### src/rtl/lockout_ctrl.sv
// Password-entry lockout controller: counts consecutive failures, starts a lockout
// countdown after MAX_TRIES, and escalates to a latched alarm after LOCK_ROUNDS lockouts.
module lockout_ctrl #(
   parameter int unsigned MAX_TRIES   = 3,
   parameter int unsigned LOCK_ROUNDS = 2
) (
   input  logic       clk,
   input  logic       rst,
   input  logic       pass_ok,
   input  logic       pass_fail,
   input  logic       cd_done,
   input  logic       admin_clr,
   output logic       cd_start,
   output logic       locked,
   output logic       unlock,
   output logic       alarm,
   output logic [1:0] fail_cnt,
   output logic [1:0] state
);

   typedef enum logic [1:0] {
      StIdle   = 2'b00,
      StStart  = 2'b01,
      StLocked = 2'b10,
      StAlarm  = 2'b11
   } state_e;

   localparam logic [1:0] MaxTries   = 2'(MAX_TRIES);
   localparam logic [1:0] LockRounds = 2'(LOCK_ROUNDS);

   state_e     r_state;
   logic [1:0] r_fail_cnt;
   logic [1:0] r_lock_cnt;
   logic       r_cd_start;
   logic       r_locked;
   logic       r_unlock;
   logic       r_alarm;
   logic       r_lk_first;

   logic [1:0] w_fail_inc;
   logic [1:0] w_lock_inc;

   assign w_fail_inc = (r_fail_cnt >= MaxTries) ? r_fail_cnt : r_fail_cnt + 2'd1;
   assign w_lock_inc = (r_lock_cnt == 2'd3)     ? r_lock_cnt : r_lock_cnt + 2'd1;

   always_ff @(posedge clk) begin
      if (rst || admin_clr) begin
         r_state    <= StIdle;
         r_fail_cnt <= 2'd0;
         r_lock_cnt <= 2'd0;
         r_cd_start <= 1'b0;
         r_locked   <= 1'b0;
         r_unlock   <= 1'b0;
         r_alarm    <= 1'b0;
         r_lk_first <= 1'b0;
      end else begin
         r_cd_start <= 1'b0;
         r_unlock   <= 1'b0;
         case (r_state)
            StIdle: begin
               // A simultaneous ok+fail counts as a failure only.
               if (pass_fail) begin
                  r_fail_cnt <= w_fail_inc;
                  if (w_fail_inc >= MaxTries) begin
                     r_lock_cnt <= w_lock_inc;
                     r_locked   <= 1'b1;
                     if (w_lock_inc >= LockRounds) begin
                        r_state <= StAlarm;
                        r_alarm <= 1'b1;
                     end else begin
                        r_state    <= StStart;
                        r_cd_start <= 1'b1;
                     end
                  end
               end else if (pass_ok) begin
                  r_unlock   <= 1'b1;
                  r_fail_cnt <= 2'd0;
                  r_lock_cnt <= 2'd0;
               end
            end
            StStart: begin
               r_state    <= StLocked;
               r_lk_first <= 1'b1;
            end
            StLocked: begin
               // cd_done may still be high from the previous countdown; skip one cycle.
               if (r_lk_first) begin
                  r_lk_first <= 1'b0;
               end else if (cd_done) begin
                  r_state    <= StIdle;
                  r_fail_cnt <= 2'd0;
                  r_locked   <= 1'b0;
               end
            end
            StAlarm: begin
               r_state <= StAlarm;
            end
         endcase
      end
   end

   assign cd_start = r_cd_start;
   assign locked   = r_locked;
   assign unlock   = r_unlock;
   assign alarm    = r_alarm;
   assign fail_cnt = r_fail_cnt;
   assign state    = r_state;

endmodule

### config.mk
export PLATFORM = sky130hd
export DESIGN_NAME = lockout_ctrl
export DESIGN_NICKNAME = d
export VERILOG_FILES = /design/src/rtl/lockout_ctrl.sv
export SDC_FILE = /design/constraint.sdc
export NUM_CORES = 1
export LEC_CHECK = 0
export BUFFER_PORTS_ARGS = -buffer_cell sky130_fd_sc_hd__clkbuf_2
export CAP_MARGIN = 20
export CORE_MARGIN = 2
export CORE_UTILIZATION = 25
export DETAILED_ROUTE_END_ITERATION = 8
export SLEW_MARGIN = 40
export SYNTH_ARGS = -nofsm -noshare
export SYNTH_HDL_FRONTEND = slang
export SYNTH_SLANG_ARGS = --single-unit
### constraint.sdc
create_clock -name clk -period 1.9 [get_ports clk]
set_input_delay 0.095 -clock clk [delete_from_list [all_inputs] [get_ports clk]]
set_output_delay 0.095 -clock clk [all_outputs]
set_load 0.01 [all_outputs]
; ---- Word level (Yosys, flattened, before mapping)
; Cells that the tools add are included.
; W data, S select, Z words.
[word_totals]
register_bits = 11
inputBits = 6
wordCells = 59
[op_classes]
add_sub_neg = 2
magnitude_cmp = 3
eq_ne = 10
n_mux = 21
bitwise_logic = 3
n_reduce_logical = 12
[op_table]
columns = cell, n
row1 = $mux W2, 11
row2 = $reduce_and A4 Y1, 3
row3 = $ne A2 B2 Y1 const B, 4
row4 = $pmux W2 S4, 1
row5 = $eq A2 B2 Y1 const B, 3
row6 = $ge A2 B2 Y1 const B, 3
row7 = $mux W1, 6
row8 = $reduce_bool A2 Y1, 3
row9 = $reduce_and A5 Y1, 1
row10 = $add A2 B1 Y2 const B, 2
row11 = $pmux W1 S2, 2
row12 = $pmux W2 S2, 1
row13 = $reduce_or A4 Y1, 1
row14 = $ne A3 B3 Y1 const B, 1
row15 = $not A1 Y1, 3
row16 = $reduce_and A3 Y1, 1
row17 = $reduce_or A3 Y1, 1
row18 = $eq A2 B1 Y1 const B, 1
row19 = $logic_not A2 Y1, 1
row20 = $ne A2 B1 Y1 const B, 1
row21 = $logic_or A1 B1 Y1, 1

; ---- Longest topological paths before layout
[logic_depth]
depth_word = 7
depth_mapped = 6
depth_no_buf = 6

; ---- Least setup slack after synthesis
; No wires, ideal clock.
[synth_path]
path_type = register to register
start = reg r_state[0] (netlist: state[0])
end = reg r_fail_cnt[0] (netlist: fail_cnt[0])
arrival_ns = 1.515
required_time_ns = 1.772
setup_slack_ns = 0.257
path_stages_with_launch = 7
path_cell_list = dfxtp_1 -> inv_1 -> ha_1 -> and2_1 -> nor4_4 -> mux2i_1 -> nor2_1
[synth_between]
elab_chain_cells = 3
word_cells_on_any_way = 8
cone_classes = eq/ne: 4 / mux: 1 / reduce/logical: 3
[synth_lines]
columns = item, line
row1 = from (decl), 31  ; state_e r_state;
row2 = from (signal assigned), 48  ; r_state <= StIdle;
row3 = from (signal assigned), 68  ; r_state <= StAlarm;
row4 = from (signal assigned), 71  ; r_state <= StStart;
row5 = $eq A2 B2 Y1 / $logic_not A2 Y1 (equally long branches), 59  ; case (r_state)
row6 = $ne A2 B2 Y1 (no source line) (tied with other cells), n/a
row7 = $reduce_and A4 Y1 (no source line), n/a
row8 = to (signal assigned), 63  ; r_fail_cnt <= w_fail_inc;
row9 = to (decl), 32  ; logic [1:0] r_fail_cnt;
; Parallel ways exist; a longest one is shown, timed or not.
; A chain may end at the register's enable or synchronous reset.

; ---- Worst setup path in the final report
[layout_path]
start = reg r_state[0] (netlist: state[0])
end = reg r_fail_cnt[1] (netlist: fail_cnt[1])
; Same word-level chain as after synthesis.

==> results summary <==
The actual transition at the worst max-transition pin came out at 0.368 ns. Between clock sinks in the finished design, the worst skew comes to 0.00233 ns. Summing all flip-flop and latch instances after layout gives 220 µm². The final weighted congestion of routability-driven global placement came out at 0.746. The areal power density over the cells is 618 mW/mm². IR analysis of the VDD net gives a maximum drop of 0.284 mV.

Of the total synthesized cell area, the portion taken by full adders, half adders and majority gates is 0.132. The clock latency of the later-clocked register in the worst-skew pair came out at 0.27 ns. The per-cell routed wire length is 10.7 µm. The clock sink count is 11.

CTS placed an instance of clkbuf_4 at the clock tree root. The worst path needs 1.71 ns of the cycle, external delays included. In the routed layout, each cell is associated on average with a via count of 4.75. Pin placement for this block handled 14 I/O pins. Setup repair after global routing left no endpoint under its margin. The wire length of the first global-routing pass is 2040 µm.

The share of flip-flops with an asynchronous set or reset after synthesis came out at 0. The row count came out at 17. The fraction of the mapped netlist area in simple logic gates came out at 0.222. The number of antenna violations at the first check in global routing came out at 0.

In the synthesized netlist, the number of instances is 62. The count of antenna-violating nets left after detailed routing came out at 0. The number of fill cells in the layout is 232. The global router's overall resource usage came out at 0.101. The final number of hold-violating endpoints is 0. The worst setup path is launched from a flip-flop. The HPWL after detailed placement came out at 866 µm.

STA classifies the critical path endpoint as a flip-flop. For this run the aggregate overflow at the end of global routing stands at 0. Data on the critical path is required at its endpoint by 2.09 ns.

The worst slew slack as a fraction of its limit came out at 0.754. The run finished with clean final reports. The data arrival time at the worst-slack endpoint is 1.89 ns.

The post-cts repair resize count is 0. The cell type contributing the most total cell area after synthesis is dfxtp_1. Entering global routing, the biggest net connects 13 pins.

The width of the die is 51.7 µm. The area after detailed placement came out at 666 µm². Of the synthesized area, sequential elements account for 0.387. The xor/xnor cell area share of the yosys netlist came out at 0. The kind of critical path is flip-flop to flip-flop.

In this run the post-CTS setup repair buffer count came out at 0. The net count reported at finish is 91. The cell leakage power came out at 0.278 nW.

The startpoint identified for the worst register-to-register timing path is state[0]. The final number of max-transition violations came to 0. The number of nets handed over by synthesis was 74. The via count of the first global-routing pass came out at 482. After clock tree synthesis, the flow added hold-fix buffers numbering 0.

In this run the number of H-tree levels came out at 1. The via count is 503. The post-synthesis cell area came out at 569 µm². The mean area per synthesized cell came out at 9.18 µm². Based on the critical path, the design can be clocked at up to 586 MHz. The antenna cell count came out at 0. The CTS clock-pin slew for the worst setup and hold paths is 0.07 ns. The y dimension of the die is 51.7 µm.

Among all flip-flop cells after synthesis, the most frequent one is dfxtp_1. Buffers inserted during clock tree synthesis total 3. The total area inside the core boundary comes to 0.00219 mm². The routed design has 1140 µm of wire. The ratio of final minimum period to clock period is 0.898. The violation count after the first detailed-route iteration came out at 5. In this run the most critical hold path is launched from pass_fail. Of the post-synthesis cell area, the dominant cell type holds 0.387. TritonCTS built the clock tree. Sorting the synthesized cells by area gives the leading types as dfxtp_1 (39%), ha_1 (13%), a211oi_1 (7.9%). The total setup violations reported at the end of the flow is 0. For this run, the detailed router's first-pass iteration total came to 4. The number of remaining DRC errors came out at 0. The mux cell area share after synthesis came out at 0.0176. The type of the tightest min-delay check is input port to flip-flop.

The number of synthesized register bits came out at 11. The share of post-route cells with drive strength above 1 came out at 0.269. The share of the synthesized area in compound gates (AO/OA/AOI/OAI) came out at 0.202. The largest family of logic cells by synthesized area is simple AND/OR/NAND/NOR gates.

The initial utilization of the core area, before any placement, comes to 0.260. The start point of the critical path is state[0]. The die covers 0.00267 mm².

The post-synthesis cell type count is 24. The area of the multi-input gates came out at 327 µm². The maximum count of clock buffers along a single path came out at 2. The area growth from synthesis to layout is 21.5%. The quantity of I/O buffers inserted on ports is 13.

The number of synthesis warnings is 0. The final non-filler cell area is 692 µm². Setup total negative slack on the finished layout was measured at 0 ns. The maximum fanout along the worst path came out at 5.

The number of enable flip-flop cells after synthesis came out at 0. Max-cap violations in this run came to 0.
routing by layer:
layer  up-vias  track usage  routed length [µm]
met5         -            0                   0
met4         0       0.0526                  17
met3         2       0.0201                  71
met2        16        0.160                 535
met1       230        0.129                 515
li1        255            -                   -
kinds of logic (layout without fill, tap and decap cells):
group,after synthesis,after routing
AO/OA/AOI/OAI,16,16
adder cells (fa/ha/maj),6,6
buffers and inverters,6,22
flip-flops,11,11
multiplexers,1,1
AND/OR/NAND/NOR,22,22
critical path, stage by stage (launching register included):
cell and delay [ns]:
dfxtp_1 0.40, inv_1 0.12, ha_1 0.25, and2_1 0.22, nor4_4 0.33, a21oi_1 0.11
a211oi_1 0.20
metrics by stage:
stage | util | cells | hold WS [ns] | power (mW) | setup slack [ns]
2_1_floorplan | - | 62 | 0.174 | 0.264 | 0.257
3_3_place_gp | 0.304 | 102 | 0.398 | 0.277 | 0.265
3_5_place_dp | 0.304 | 102 | 0.400 | 0.278 | 0.204
4_1_cts | 0.316 | 106 | 0.116 | 0.432 | 0.175
5_1_grt | 0.316 | 106 | 0.138 | 0.451 | 0.0111
6_report | 0.316 | 106 | 0.118 | 0.428 | 0.193
synthesized netlist by cell type (2+ instances only):
library cell and number:
a21oi_1 3, nand2_1 2, nor2b_1 2, inv_1 5, dfxtp_1 11, and2_1 2, ha_1 6, nor2_1 7
nor3_1 3, or2_2 2, a211oi_1 6
flip-flops by register name, summed over array words and instances (netlist names):
name,cells
fail_cnt,2
locked,1
r_lk_first,1
state,2
unlock,1
r_lock_cnt,2
cd_start,1
alarm,1
placed cells by master, fill, tap and decap left out, types with 2 or more instances in the layout:
cell      count
a211oi_1      6
a21oi_1       3
and2_1        2
clkbuf_2     13
clkbuf_4      3
dfxtp_1      11
ha_1          6
inv_1         5
nand2_1       2
nor2_1        7
nor2b_1       2
nor3_1        3
or2_2         2
power breakdown:
| part | total (mW) | switching (mW) | internal (mW) |
|---|---|---|---|
| Clock | 0.155 | 0.0739 | 0.0813 |
| Combinational | 0.0370 | 0.0214 | 0.0156 |
| Sequential | 0.236 | 0.00256 | 0.233 |
final cells by class:
cell class / instances / share of cell area
clock buffer: 4 / 0.0380
inverter: 5 / 0.0271
multi-input combinational: 45 / 0.472
sequential: 11 / 0.318
tap: 28 / 0.0506
timing repair buffer: 13 / 0.0940
path summary, 6_finish.rpt:
check                   to  slack (ns)  depth (start not counted)
max            fail_cnt[1]        0.19                          6
min                 unlock        0.12                          2
max reg2reg    fail_cnt[1]        0.19                          6
min reg2reg  r_lock_cnt[0]        0.48                          2
(Power assumes the default switching activity.)
